**src/rtl/ip_bus_initiator.sv**
```systemverilog
// ip_bus_initiator: MSX-50BUS master turning host read/write requests into one-cycle bus strobes
// Ports:
//   clk, reset             - system clock, synchronous active-high reset
//   req_*                  - host command port (valid/ready), single-beat read/write
//   rsp_*                  - one-cycle response pulse with read data and timeout flag
//   bus_address/write_data - registered, held until the next accepted request
//   bus_read/write/io/mem  - strobes, high only in the STROBE cycle
//   bus_*_cs, bus_read_*   - OR-ed responder claims, read-ready and read data
module ip_bus_initiator #(
  parameter int TIMEOUT = 16,
  parameter logic [7:0] OPEN_BUS_DATA = 8'hFF
) (
  input  logic        clk,
  input  logic        reset,
  input  logic        req_valid,
  output logic        req_ready,
  input  logic        req_write,
  input  logic        req_io,
  input  logic [15:0] req_address,
  input  logic [7:0]  req_wdata,
  output logic        rsp_valid,
  output logic [7:0]  rsp_rdata,
  output logic        rsp_timeout,
  output logic [15:0] bus_address,
  output logic [7:0]  bus_write_data,
  output logic        bus_read,
  output logic        bus_write,
  output logic        bus_io,
  output logic        bus_memory,
  input  logic        bus_io_cs,
  input  logic        bus_memory_cs,
  input  logic        bus_read_ready,
  input  logic [7:0]  bus_read_data
);
  typedef enum logic [1:0] {IDLE, STROBE, WAIT, RESP} state_t;
  state_t      r_state;
  logic [7:0]  r_cnt;
  logic        r_write;
  logic        r_req_ready;
  logic        r_rsp_valid;
  logic [7:0]  r_rsp_rdata;
  logic        r_rsp_timeout;
  logic [15:0] r_bus_address;
  logic [7:0]  r_bus_write_data;
  logic        r_bus_read;
  logic        r_bus_write;
  logic        r_bus_io;
  logic        r_bus_memory;
  logic        w_accept;
  logic        w_sel_cs;
  assign w_accept = req_valid & r_req_ready;
  assign w_sel_cs = req_io ? bus_io_cs : bus_memory_cs;
  assign req_ready      = r_req_ready;
  assign rsp_valid      = r_rsp_valid;
  assign rsp_rdata      = r_rsp_rdata;
  assign rsp_timeout    = r_rsp_timeout;
  assign bus_address    = r_bus_address;
  assign bus_write_data = r_bus_write_data;
  assign bus_read       = r_bus_read;
  assign bus_write      = r_bus_write;
  assign bus_io         = r_bus_io;
  assign bus_memory     = r_bus_memory;
  always_ff @(posedge clk) begin
    if (reset) begin
      r_state          <= IDLE;
      r_cnt            <= 8'd0;
      r_write          <= 1'b0;
      r_req_ready      <= 1'b0;
      r_rsp_valid      <= 1'b0;
      r_rsp_rdata      <= 8'h00;
      r_rsp_timeout    <= 1'b0;
      r_bus_address    <= 16'h0000;
      r_bus_write_data <= 8'h00;
      r_bus_read       <= 1'b0;
      r_bus_write      <= 1'b0;
      r_bus_io         <= 1'b0;
      r_bus_memory     <= 1'b0;
    end else begin
      r_rsp_valid  <= 1'b0;
      r_bus_read   <= 1'b0;
      r_bus_write  <= 1'b0;
      r_bus_io     <= 1'b0;
      r_bus_memory <= 1'b0;
      case (r_state)
        IDLE: begin
          r_req_ready <= 1'b1;
          if (w_accept) begin
            r_req_ready      <= 1'b0;
            r_write          <= req_write;
            r_bus_address    <= req_address;
            r_bus_write_data <= req_wdata;
            // An unclaimed read never touches the bus and answers open-bus data at once
            if (!req_write && !w_sel_cs) begin
              r_state       <= RESP;
              r_rsp_valid   <= 1'b1;
              r_rsp_rdata   <= OPEN_BUS_DATA;
              r_rsp_timeout <= 1'b0;
            end else begin
              r_state      <= STROBE;
              r_bus_write  <= req_write;
              r_bus_read   <= !req_write;
              r_bus_io     <= req_io;
              r_bus_memory <= !req_io;
            end
          end
        end
        STROBE: begin
          if (r_write) begin
            r_state       <= RESP;
            r_rsp_valid   <= 1'b1;
            r_rsp_rdata   <= 8'h00;
            r_rsp_timeout <= 1'b0;
          end else begin
            r_state <= WAIT;
            r_cnt   <= 8'd0;
          end
        end
        WAIT: begin
          // Ready is tested first so it wins over a coinciding final count
          if (bus_read_ready) begin
            r_state       <= RESP;
            r_rsp_valid   <= 1'b1;
            r_rsp_rdata   <= bus_read_data;
            r_rsp_timeout <= 1'b0;
          end else if (r_cnt == 8'(TIMEOUT - 1)) begin
            r_state       <= RESP;
            r_rsp_valid   <= 1'b1;
            r_rsp_rdata   <= OPEN_BUS_DATA;
            r_rsp_timeout <= 1'b1;
          end else begin
            r_cnt <= r_cnt + 8'd1;
          end
        end
        RESP: begin
          r_state     <= IDLE;
          r_req_ready <= 1'b1;
        end
        default: r_state <= IDLE;
      endcase
    end
  end
endmodule

```
**config.mk**
```make
export PLATFORM = sky130hd
export DESIGN_NAME = ip_bus_initiator
export DESIGN_NICKNAME = d
export VERILOG_FILES = /design/src/rtl/ip_bus_initiator.sv
export SDC_FILE = /design/constraint.sdc
export NUM_CORES = 1
export LEC_CHECK = 0
export CAP_MARGIN = 20
export CORE_MARGIN = 2
export CORE_UTILIZATION = 35
export DETAILED_ROUTE_END_ITERATION = 16
export PLACE_DENSITY = 0.68
export SYNTH_ARGS = -nofsm -noshare
export SYNTH_HDL_FRONTEND = slang
export SYNTH_SLANG_ARGS = --single-unit
```
**constraint.sdc**
```tcl
create_clock -name clk -period 1.9 [get_ports clk]
set_clock_uncertainty 0.1 [all_clocks]
set_input_delay 0.19 -clock clk [delete_from_list [all_inputs] [get_ports clk]]
set_output_delay 0.19 -clock clk [all_outputs]
set_load 0.05 [all_outputs]
```
After elaboration in Yosys (flattened, before gate mapping)
Index checks and enable logic that the tools add are counted.
{ "classes": {"add_sub_neg": 1, "n_eq_ne": 11, "mux": 31, "n_bitwise": 3, "reduce_logical": 13} }
{ "op_table": {"columns": ["op", "n"], "rows": [
  ["$mux W8", 8],
  ["$pmux W8 S3", 1],
  ["$pmux W8 S2", 1],
  ["$mux W1", 13],
  ["$ne A2 B2 Y1 const B", 6],
  ["$add A8 B1 Y8 const B", 1],
  ["$eq A8 B4 Y1 const B", 1],
  ["$mux W2", 4],
  ["$pmux W2 S4", 1],
  ["$pmux W1 S3", 2],
  ["$reduce_and A5 Y1", 1],
  ["$eq A2 B2 Y1 const B", 2],
  ["$reduce_and A2 Y1", 2],
  ["$reduce_and A4 Y1", 1],
  ["$reduce_bool A2 Y1", 2],
  ["$reduce_or A4 Y1", 1],
  ["$logic_not A1 Y1", 3],
  ["$ne A3 B3 Y1 const B", 1],
  ["$reduce_bool A3 Y1", 1],
  ["$eq A2 B1 Y1 const B", 1],
  ["$logic_not A2 Y1", 1],
  ["$not A1 Y1", 2],
  ["$pmux W1 S2", 1],
  ["$and A1 B1 Y1", 1],
  ["$logic_and A1 B1 Y1", 1]
]} }
{ "totals": {"register_bits": 50, "input_bits": 40, "output_inout_bits": 39, "wordCells": 72} }

Logic depth before layout (Yosys ltp)
Gate-level depths: netlist of the first run.
{ "depth": {"ltp_word": 6, "ltp_mapped": 7, "depth_no_buf": 6} }

Least setup slack after synthesis of the first run
No wires, ideal clock.
{ "synth_path": {"path_kind": "register to register", "from": "reg r_state[0]", "to": "reg r_cnt[6]", "setup_time_ps": 79, "arrival_ps": 1637, "t_required_ps": 1721, "slack_ps": 84, "stages_incl_launch_ff": 7, "path_buffers": 0, "synth_period_minus_slack_ps": 1816, "cell_sequence": "dfxtp_1 inv_1 ha_1 and2b_4 o2111ai_2 or4_1 o211ai_1"} }
{ "synth_via": {"elab_chain_cells": 3, "word_cells_on_any_way": 8, "cone_classes": "eq/ne: 5; mux: 1; reduce/logical: 2"} }
{ "synth_rtl": {"columns": ["element", "line", "rtl"], "rows": [
  ["from (decl)", "36", "state_t r_state;"],
  ["from (signal assigned)", "65", "r_state <= IDLE;"],
  ["from (signal assigned)", "94", "r_state <= RESP;"],
  ["from (signal assigned)", "99", "r_state <= STROBE;"],
  ["$eq A2 B2 Y1 / $eq A2 B1 Y1 (equally long branches)", "84", "case (r_state)"],
  ["$ne A2 B2 Y1 (no source line) / $reduce_bool A2 Y1 (equally long branches)", null, null],
  ["$reduce_and A4 Y1 (no source line)", null, null],
  ["to (signal assigned)", "131", "r_cnt <= r_cnt + 8'd1;"],
  ["to (decl)", "37", "logic [7:0] r_cnt;"]
]} }
Several ways; a longest one is shown, not always the timed one.
A chain may end at the register's enable or synchronous reset.

Final worst setup path of the first run
{ "layout_path": {"from": "reg r_state[0]", "to": "reg r_rsp_timeout, in the netlist rsp_timeout"} }
{ "layout_via": {"elab_chain_cells": 3, "word_cells_on_any_way": 10, "cone_classes": "eq/ne: 6; mux: 1; reduce/logical: 3"} }
{ "layout_rtl": {"columns": ["element", "line", "rtl"], "rows": [
  ["$eq A2 B2 Y1, or another cell as far along", "84", null],
  ["$ne A3 B3 Y1 (no source line), or another cell as far along", null, null],
  ["$reduce_and A5 Y1 (no source line)", null, null],
  ["to (signal assigned)", "71", "r_rsp_timeout <= 1'b0;"],
  ["to (signal assigned)", "97", "r_rsp_timeout <= 1'b0;"],
  ["to (signal assigned)", "112", "r_rsp_timeout <= 1'b0;"],
  ["to (decl)", "42", "logic r_rsp_timeout;"]
]} }
Several ways; a longest one is shown, not always the timed one.

==> impl_metrics.env, run 1 <==
export IMPL_clkLatencyLatePin_ns=0.29
export IMPL_ys_types=39
export IMPL_p_per_area_mw_per_mm2=1132
export IMPL_fin_nets=385
export IMPL_hold_path_class="in -> reg"
export IMPL_clkTransAtPathRegs_ns=0.09
export IMPL_p_total_mw=3.618
export IMPL_period_needed_ns=1.792
export IMPL_drv_slew=0
export IMPL_hold_violations=0
export IMPL_io_buffers=78
export IMPL_ys_seq_elements=50
export IMPL_grt_pass1_wl_mm=8.901
export IMPL_dieArea_mm2=0.006735
export IMPL_power_share_sequential=0.362
export IMPL_diodes=0
export IMPL_antenna_found_initial=0
export IMPL_area_delta_synth_final_pct=49.79
export IMPL_io_pins=79
export IMPL_fin_util=0.5397
export IMPL_timing_fmax_mhz=558.0
export IMPL_final_cell_mix="77 x clkdlybuf4s50_1, 68 x nand2_1, 49 x dfxtp_1"
export IMPL_internal_power_mw=2.152
export IMPL_drc_errors=0
export IMPL_synth_edf_count=0
export IMPL_final_common_cell="clkdlybuf4s50_1"
export IMPL_worstSetupPathType="reg -> reg"
export IMPL_synth_seq_area_share=0.4692
export IMPL_clockRootBuffer="clkbuf_8"
export IMPL_ys_flop_type="dfxtp_1"
export IMPL_synth_avg_cell_area_um2=8.499
export IMPL_post_route_period_util=0.9432
export IMPL_netlist_area_mm2=0.002133
export IMPL_switchingPower_mw=1.465
export IMPL_viasPerCell=4.863
export IMPL_crit_path_start_kind="register"
export IMPL_first_pass_iters=4
export IMPL_ctsHoldBuffers=0
export IMPL_path_max_fanout=4
export IMPL_yosysWarnings=0
export IMPL_dp_hpwl_mm=4.042
export IMPL_clock_sinks=50
export IMPL_drive_gt1_frac=0.1056
export IMPL_cp_data_arrival_time_ns=1.88
export IMPL_finalSetupTns_ns=0
export IMPL_max_slew_margin=0.6403
export IMPL_tightest_slew_ns=0.5379
export IMPL_drtIter0Drc=63
export IMPL_p_leak_nw=1.175
export IMPL_cts_max_level=2
export IMPL_gp_congestion=0.7672
export IMPL_grt_max_degree=29
export IMPL_fillers=569
export IMPL_cp_required_ns=1.99
export IMPL_die_h_um=82.07
export IMPL_routedWlPerCell_um=13.02
export IMPL_cts_tree="done"
export IMPL_end_kind="register"
export IMPL_pwr_share_clk=0.174
export IMPL_swShare=0.4050
export IMPL_core_mm2=0.005921
export IMPL_grt_overflow_total=0
export IMPL_syn_inst=251
export IMPL_setup_viol=0
export IMPL_outcome="finished clean"
export IMPL_rsz0062_at_grt="yes"
export IMPL_power_frac_comb=0.465
export IMPL_num_vias=2023
export IMPL_rows=28
export IMPL_syn_nets=296
export IMPL_start_util=0.3603
export IMPL_die_w_um=82.07
export IMPL_grt_pass1_vias=1944
export IMPL_irDropWorstVdd_mv=0.5702
export IMPL_wl_mm=5.417
export IMPL_synthArstFlopShare=0
export IMPL_cts_made_buffers=5
export IMPL_maxCapViolCount=0
export IMPL_cts_max_path_buffers=2
export IMPL_drtAntennaViolNets=0
export IMPL_track_usage=0.1713
-- worst max-delay path: stages (launching register included) --
cell and delay (ns):
dfxtp_1 0.40, inv_1 0.11, ha_1 0.33, nand2b_1 0.13, o21ai_1 0.08, buf_4 0.15, and3_1 0.17, o221a_1 0.21
-- cell type report --
class / count / area (µm²) / area share
clock buffers: 7 / 86.33 / 0.02702
clock inverters: 1 / 5.005 / 0.001566
inverters: 8 / 30.03 / 0.009397
multi-input cells: 180 / 1072 / 0.3356
flip-flops and latches: 50 / 1002 / 0.3136
well taps: 75 / 93.84 / 0.02937
repair buffers: 95 / 905.9 / 0.2835
-- power groups by stage --
stage	Clock (mW)	Sequential, mW	Combinational, mW
global route	0.693	1.33	1.83
floorplan	0	1.79	0.631
global placement	0	1.32	1.65
finish	0.629	1.31	1.68
CTS	0.659	1.31	1.68
detailed placement	0	1.33	1.67
-- sequential cells by signal, summed over array words and instances (netlist names) --
register        cells
rsp_valid           1
rsp_rdata           8
r_state             2
bus_address        16
bus_write_data      8
bus_write           1
bus_memory          1
bus_io              1
bus_read            1
req_ready           1
rsp_timeout         1
r_write             1
r_cnt               8
-- kinds of logic (layout without fill, tap and decap cells) --
logic type,count (synthesis),after routing,share of synthesized area
compound gates,63,63,0.1924
mux,9,9,0.04282
fa+ha+maj,5,5,0.02933
flops,50,50,0.4692
buf+inv,21,111,0.03695
simple gates,103,103,0.2293
-- what timing repair did --
action / 4_1_cts / 5_1_grt
endpoints found under the setup margin: 0 / 14
resized for setup: 0 / 4
buffers inserted: 0 / 0
-- synth_stat cells (2+ instances only) --
master | count | area share
o21ai_1 | 6 | 0.014
mux2i_1 | 8 | 0.038
clkbuf_1 | 12 | 0.021
a21oi_1 | 31 | 0.073
nor2b_1 | 4 | 0.012
inv_1 | 8 | 0.014
ha_1 | 5 | 0.029
or4_1 | 3 | 0.011
nand2b_1 | 2 | 0.0059
a31o_1 | 2 | 0.0082
o211ai_1 | 12 | 0.042
nand2_1 | 68 | 0.12
nor2_1 | 2 | 0.0035
nor4_1 | 2 | 0.0059
a311oi_1 | 2 | 0.0082
and3_1 | 3 | 0.0088
dfxtp_1 | 50 | 0.47
nand3_1 | 8 | 0.019
nor3_1 | 3 | 0.0070
-- layer usage --
layer	part of all wire	track usage
met5	0	0
met4	0.0052	0.04500
met3	0.097	0.08791
met2	0.43	0.2569
met1	0.47	0.2166
-- final timing paths --
| path | from | end | slack, ns | cells past startpoint |
|---|---|---|---|---|
| setup / recovery | r_state[0] | rsp_timeout | 0.11 | 7 |
| hold reg to reg | bus_address[4] | bus_address[4] | 0.36 | 2 |
| hold / removal | req_address[3] | bus_address[3] | 0.33 | 3 |
| setup reg to reg | r_state[0] | rsp_timeout | 0.11 | 7 |
-- metrics by stage --
stage	cells	instance area [µm²]	setup WS, ns	hold WS, ns
finish	416	3196	0.1079	0.3324
global route	416	3196	-0.003993	0.3213
CTS	416	3176	0.004626	0.3174
detailed placement	408	3084	0.03111	0.3466
global placement	408	3084	0.04270	0.3406
floorplan	251	2133	0.08359	0.1685
No activity file was read; power rests on OpenSTA's default activity.
==> inputs of run 2 (changes only) <==
--- a/config.mk
+++ b/config.mk
@@ -8,8 +8,11 @@
 export CAP_MARGIN = 20
 export CORE_MARGIN = 2
 export CORE_UTILIZATION = 35
+export CTS_CLUSTER_DIAMETER = 80
 export DETAILED_ROUTE_END_ITERATION = 16
 export PLACE_DENSITY = 0.68
+export RECOVER_POWER = 50
+export SLEW_MARGIN = 0
 export SYNTH_ARGS = -nofsm -noshare
 export SYNTH_HDL_FRONTEND = slang
 export SYNTH_SLANG_ARGS = --single-unit
==> impl_metrics.env, run 2 (synthesis gave the netlist of run 1 again) <==
export IMPL_hold_path_class="in -> reg"
export IMPL_rows=28
export IMPL_p_per_area_mw_per_mm2=1131
export IMPL_grt_max_degree=29
export IMPL_crit_path_cell_trace="inv_1 > ha_1 > nand2b_1 > o21ai_1 > buf_4 > and3_1 > o221a_1"
export IMPL_irDropWorstVdd_mv=0.5701
export IMPL_period_needed_ns=1.792
export IMPL_post_route_period_util=0.9432
export IMPL_drv_slew=0
export IMPL_finalSetupTns_ns=0
export IMPL_core_mm2=0.005921
export IMPL_cp_data_arrival_time_ns=1.88
export IMPL_worstHoldStart="req_address[3]"
export IMPL_grt_pass1_vias=1944
export IMPL_clkTransAtPathRegs_ns=0.09
export IMPL_grt_overflow_total=0
export IMPL_hold_violations=0
export IMPL_clkLatencyLatePin_ns=0.29
export IMPL_grt_pass1_wl_mm=8.901
export IMPL_startpoint="r_state[0]"
export IMPL_num_vias=2026
export IMPL_dp_cells=408
export IMPL_cts_max_level=2
export IMPL_drtAntennaViolNets=0
export IMPL_drc_errors=0
export IMPL_first_pass_iters=4
export IMPL_die_w_um=82.07
export IMPL_clockRootBuffer="clkbuf_8"
export IMPL_viasPerCell=4.870
export IMPL_cp_required_ns=1.99
export IMPL_whs_ns=0.3324
export IMPL_ctsHoldBuffers=0
export IMPL_rsz0062_at_grt="yes"
export IMPL_cts_made_buffers=5
export IMPL_die_h_um=82.07
export IMPL_fin_area_mm2=0.003192
export IMPL_io_pins=79
export IMPL_cts_max_path_buffers=2
export IMPL_crit_path_start_kind="register"
export IMPL_dp_hpwl_mm=4.042
export IMPL_dieArea_mm2=0.006735
export IMPL_fin_nets=385
export IMPL_diodes=0
export IMPL_track_usage=0.1713
export IMPL_rr_startpoint="r_state[0]"
export IMPL_setup_viol=0
export IMPL_io_buffers=78
export IMPL_finalNonFillerCells=416
export IMPL_drtIter0Drc=63
export IMPL_end_kind="register"
export IMPL_cpPeakStageDelay_ns=0.40
export IMPL_tightest_slew_ns=0.6098
export IMPL_clock_sinks=50
export IMPL_area_delta_synth_final_pct=49.62
export IMPL_gp_congestion=0.7672
export IMPL_timing_fmax_mhz=558.0
export IMPL_dpl_cell_area_mm2=0.003084
export IMPL_cp_top_family="flip-flops"
export IMPL_max_slew_margin=0.5952
export IMPL_path_max_fanout=4
export IMPL_final_cell_mix="77 x clkdlybuf4s50_1, 68 x nand2_1, 49 x dfxtp_1"
export IMPL_final_common_cell="clkdlybuf4s50_1"
export IMPL_cp_slowest_cell="dfxtp_1"
export IMPL_postCtsSetupRepairBufs=0
export IMPL_drive_gt1_frac=0.1026
export IMPL_wl_mm=5.419
export IMPL_largest_reg_flops=16
export IMPL_maxCapViolCount=0
export IMPL_antenna_found_initial=0
export IMPL_fin_util=0.5391
export IMPL_worstSetupPathType="reg -> reg"
export IMPL_cts_tree="done"
export IMPL_p_leak_nw=1.171
export IMPL_outcome="finished clean"
export IMPL_routedWlPerCell_um=13.03
export IMPL_crit_buf_inv=2
export IMPL_start_util=0.3603
## run 2: worst register-to-register path, stage by stage (launching register included)
cell	delay (ns)
dfxtp_1	0.40
inv_1	0.11
ha_1	0.33
nand2b_1	0.13
o21ai_1	0.08
buf_4	0.15
and3_1	0.17
o221a_1	0.21
## run 2: area by class of cell
type                       count  area (µm²)
clock buffer                   7       86.33
clock inverter                 1       5.005
fill                         569        2729
inverter                       8       30.03
multi-input combinational    180        1072
sequential                    50        1002
tap                           75       93.84
timing repair buffer          95       902.1
## run 2: metal layers
metal	global-route usage	part of all wire	wire length, µm	vias up
met1	0.2166	0.47	2535	903
li1	-	-	-	1051
met4	0.04500	0.0052	28	0
met5	0	0	0	-
met2	0.2569	0.43	2323	70
met3	0.08791	0.098	531	2
## run 2: worst paths after layout
kind	to	slack, ns	depth (start not counted)
min	bus_address[3]	0.33	3
min reg2reg	bus_address[4]	0.36	2
max reg2reg	rsp_timeout	0.11	7
max	rsp_timeout	0.11	7
## run 2: stage by stage
step / setup WS [ns] / total power, mW
after CTS: 0.004626 / 3.643
after floorplan: 0.08359 / 2.421
after global routing: -0.003992 / 3.841
after global placement: 0.04270 / 2.977
after detailed placement: 0.03111 / 3.000
final: 0.1079 / 3.609
## run 2: repair_timing
| item | CTS | global route |
|---|---|---|
| endpoints found under the setup margin | 0 | 14 |
| endpoints found under the hold margin | 0 | 0 |
| gates resized for setup | 0 | 4 |
## run 2: power breakdown
part / internal [mW] / leakage (nW) / total [mW] / switching [mW]
registers: 1.21 / 0.406 / 1.31 / 0.0972
logic: 0.639 / 0.717 / 1.67 / 1.03
clock network: 0.294 / 0.0482 / 0.629 / 0.334
==> inputs of run 3 (changes only) <==
--- a/config.mk
+++ b/config.mk
@@ -6,11 +6,13 @@
 export NUM_CORES = 1
 export LEC_CHECK = 0
 export CAP_MARGIN = 20
+export CELL_PAD_IN_SITES_DETAIL_PLACEMENT = 1
+export CELL_PAD_IN_SITES_GLOBAL_PLACEMENT = 2
 export CORE_MARGIN = 2
-export CORE_UTILIZATION = 35
+export CORE_UTILIZATION = 22
 export CTS_CLUSTER_DIAMETER = 80
 export DETAILED_ROUTE_END_ITERATION = 16
-export PLACE_DENSITY = 0.68
+export PLACE_DENSITY_LB_ADDON = 0.1
 export RECOVER_POWER = 50
 export SLEW_MARGIN = 0
 export SYNTH_ARGS = -nofsm -noshare
==> constraint.sdc (replaced) <==
create_clock -name clk -period 1.9 [get_ports clk]
set_clock_uncertainty 0.1 [all_clocks]
set_input_delay 0.285 -clock clk [delete_from_list [all_inputs] [get_ports clk]]
set_output_delay 0.285 -clock clk [all_outputs]
set_load 0.05 [all_outputs]
==> impl_metrics.env, run 3 (synthesis gave the netlist of run 1 again) <==
export IMPL_setup_viol=0
export IMPL_viasPerCell=4.441
export IMPL_grt_pass1_vias=2290
export IMPL_crit_path_start_kind="register"
export IMPL_track_usage=0.1353
export IMPL_min_to="bus_address[0]"
export IMPL_rr_startpoint="r_cnt[7]"
export IMPL_hold_path_class="reg -> reg"
export IMPL_swShare=0.4104
export IMPL_area_delta_synth_final_pct=52.02
export IMPL_grt_pass1_wl_mm=11.24
export IMPL_worstHoldStart="bus_address[0]"
export IMPL_io_pins=79
export IMPL_whs_ns=0.3588
export IMPL_p_per_area_mw_per_mm2=1163
export IMPL_cts_max_path_buffers=2
export IMPL_post_route_period_util=0.9709
export IMPL_cp_top_family="buffers and inverters"
export IMPL_power_frac_comb=0.447
export IMPL_pwr_share_clk=0.206
export IMPL_num_vias=2105
export IMPL_power_share_sequential=0.347
export IMPL_hold_violations=0
export IMPL_path_max_fanout=2
export IMPL_tightest_slew_ns=0.6557
export IMPL_dieArea_mm2=0.01050
export IMPL_crit_path_cell_trace="clkdlybuf4s50_1"
export IMPL_rows=35
export IMPL_end_kind="output pin"
export IMPL_drtAntennaViolNets=0
export IMPL_cp_data_arrival_time_ns=1.46
export IMPL_min_path_cells=2
export IMPL_cts_made_buffers=5
export IMPL_die_h_um=102.5
export IMPL_crit_buf_inv=1
export IMPL_rsz0062_at_grt="yes"
export IMPL_wl_mm=6.689
export IMPL_maxCapViolCount=0
export IMPL_p_total_mw=3.773
export IMPL_drv_slew=0
export IMPL_cts_tree="done"
export IMPL_cp_slowest_cell="clkdlybuf4s50_1"
export IMPL_clockRootBuffer="clkbuf_8"
export IMPL_period_needed_ns=1.845
export IMPL_grt_overflow_total=0
export IMPL_max_slew_margin=0.5647
export IMPL_gp_congestion=0.7090
export IMPL_final_common_cell="nand2_1"
export IMPL_clkLatencyLatePin_ns=0.30
export IMPL_dp_hpwl_mm=4.899
export IMPL_r2r_cells=5
export IMPL_largest_reg_flops=16
export IMPL_grt_max_degree=29
export IMPL_io_buffers=78
export IMPL_drtIter0Drc=47
export IMPL_cpPeakStageDelay_ns=0.80
export IMPL_timing_fmax_mhz=542.1
export IMPL_worstSetupPathType="reg -> out"
export IMPL_drive_gt1_frac=0.1130
export IMPL_startpoint="bus_address[9]"
export IMPL_fin_nets=389
export IMPL_diodes=0
export IMPL_start_util=0.2287
export IMPL_clkTransAtPathRegs_ns=0.10
export IMPL_reg2reg_to="r_cnt[3]"
export IMPL_internal_power_mw=2.225
export IMPL_antenna_found_initial=0
export IMPL_rrSetupSlack_ns=0.09
export IMPL_first_pass_iters=4
export IMPL_die_w_um=102.5
export IMPL_p_leak_nw=1.290
export IMPL_routedWlPerCell_um=14.11
export IMPL_switchingPower_mw=1.549
export IMPL_drc_errors=0
export IMPL_core_mm2=0.009328
export IMPL_cp_required_ns=1.51
export IMPL_outcome="finished clean"
export IMPL_final_cell_mix="67 x nand2_1, 56 x clkdlybuf4s50_1, 49 x dfxtp_1"
export IMPL_fillers=1116
export IMPL_setup_ws_ns=0.05523
export IMPL_irDropWorstVdd_mv=0.3841
export IMPL_cts_max_level=2
export IMPL_clock_sinks=50
export IMPL_place_ws_ns=-0.09188
[run 3: cell count changes in the layout (fill, tap and decap cells not counted), moves of 4 or more]
cell,before,now
buf_4,17,21
clkdlybuf4s50_1,77,56
dlymetal6s2s_1,0,7
clkbuf_1,2,17
[run 3: metrics by stage]
stage          utilization  setup TNS [ns]  area (µm²)  instances
2_1_floorplan            -               0        2133        251
3_3_place_gp        0.3374         -0.7527        3147        466
3_5_place_dp        0.3374         -0.7040        3147        466
4_1_cts             0.3494               0        3259        474
5_1_grt             0.3477       -0.008355        3243        474
6_report            0.3477               0        3243        474
[run 3: metal layers]
metal | GRT usage | wire (µm) | up-vias
met5 | 0 | 0 | -
met3 | 0.04788 | 534 | 2
met2 | 0.2242 | 3098 | 61
met4 | 0.03077 | 29 | 0
li1 | - | - | 1057
met1 | 0.1690 | 3025 | 985
[run 3: layout make-up]
type	count	area, µm²	area share
clock buffers	7	76.32	0.02353
clock inverters	1	30.03	0.009259
inverters	8	30.03	0.009259
multi-input cells	180	1081	0.3333
flip-flops and latches	50	1002	0.3090
well taps	129	161.4	0.04977
repair buffers	99	862.1	0.2658
[run 3: power groups by stage]
stage | clock [mW] | sequential [mW] | combinational (mW)
3_5_place_dp | 0 | 1.34 | 1.73
4_1_cts | 0.815 | 1.31 | 1.75
6_report | 0.778 | 1.31 | 1.68
2_1_floorplan | 0 | 1.79 | 0.631
3_3_place_gp | 0 | 1.33 | 1.72
5_1_grt | 0.866 | 1.34 | 1.84
[run 3: worst max-delay path by stage]
stage	to	slack, ns	cells after the start
global placement	rsp_rdata[0]	-0.09	6
finish	bus_address[9]	0.06	1
global route	r_cnt[5]	-0.007	6
CTS	r_cnt[3]	0.02	5
detailed placement	rsp_rdata[7]	-0.09	6
floorplan	r_cnt[6]	0.08	6
[run 3: repair_timing]
| action | CTS | global route |
|---|---|---|
| endpoints found under the setup margin | 10 | 20 |
| resized for setup | 2 | 11 |
| hold buffers | 0 | 0 |
| setup buffers | 0 | 0 |
| pin swaps | 0 | 3 |
[run 3: worst min-delay path, cell delays in order (launching register included)]
cell and delay (ns):
dfxtp_1 0.32, nand2_1 0.05, a21oi_1 0.05
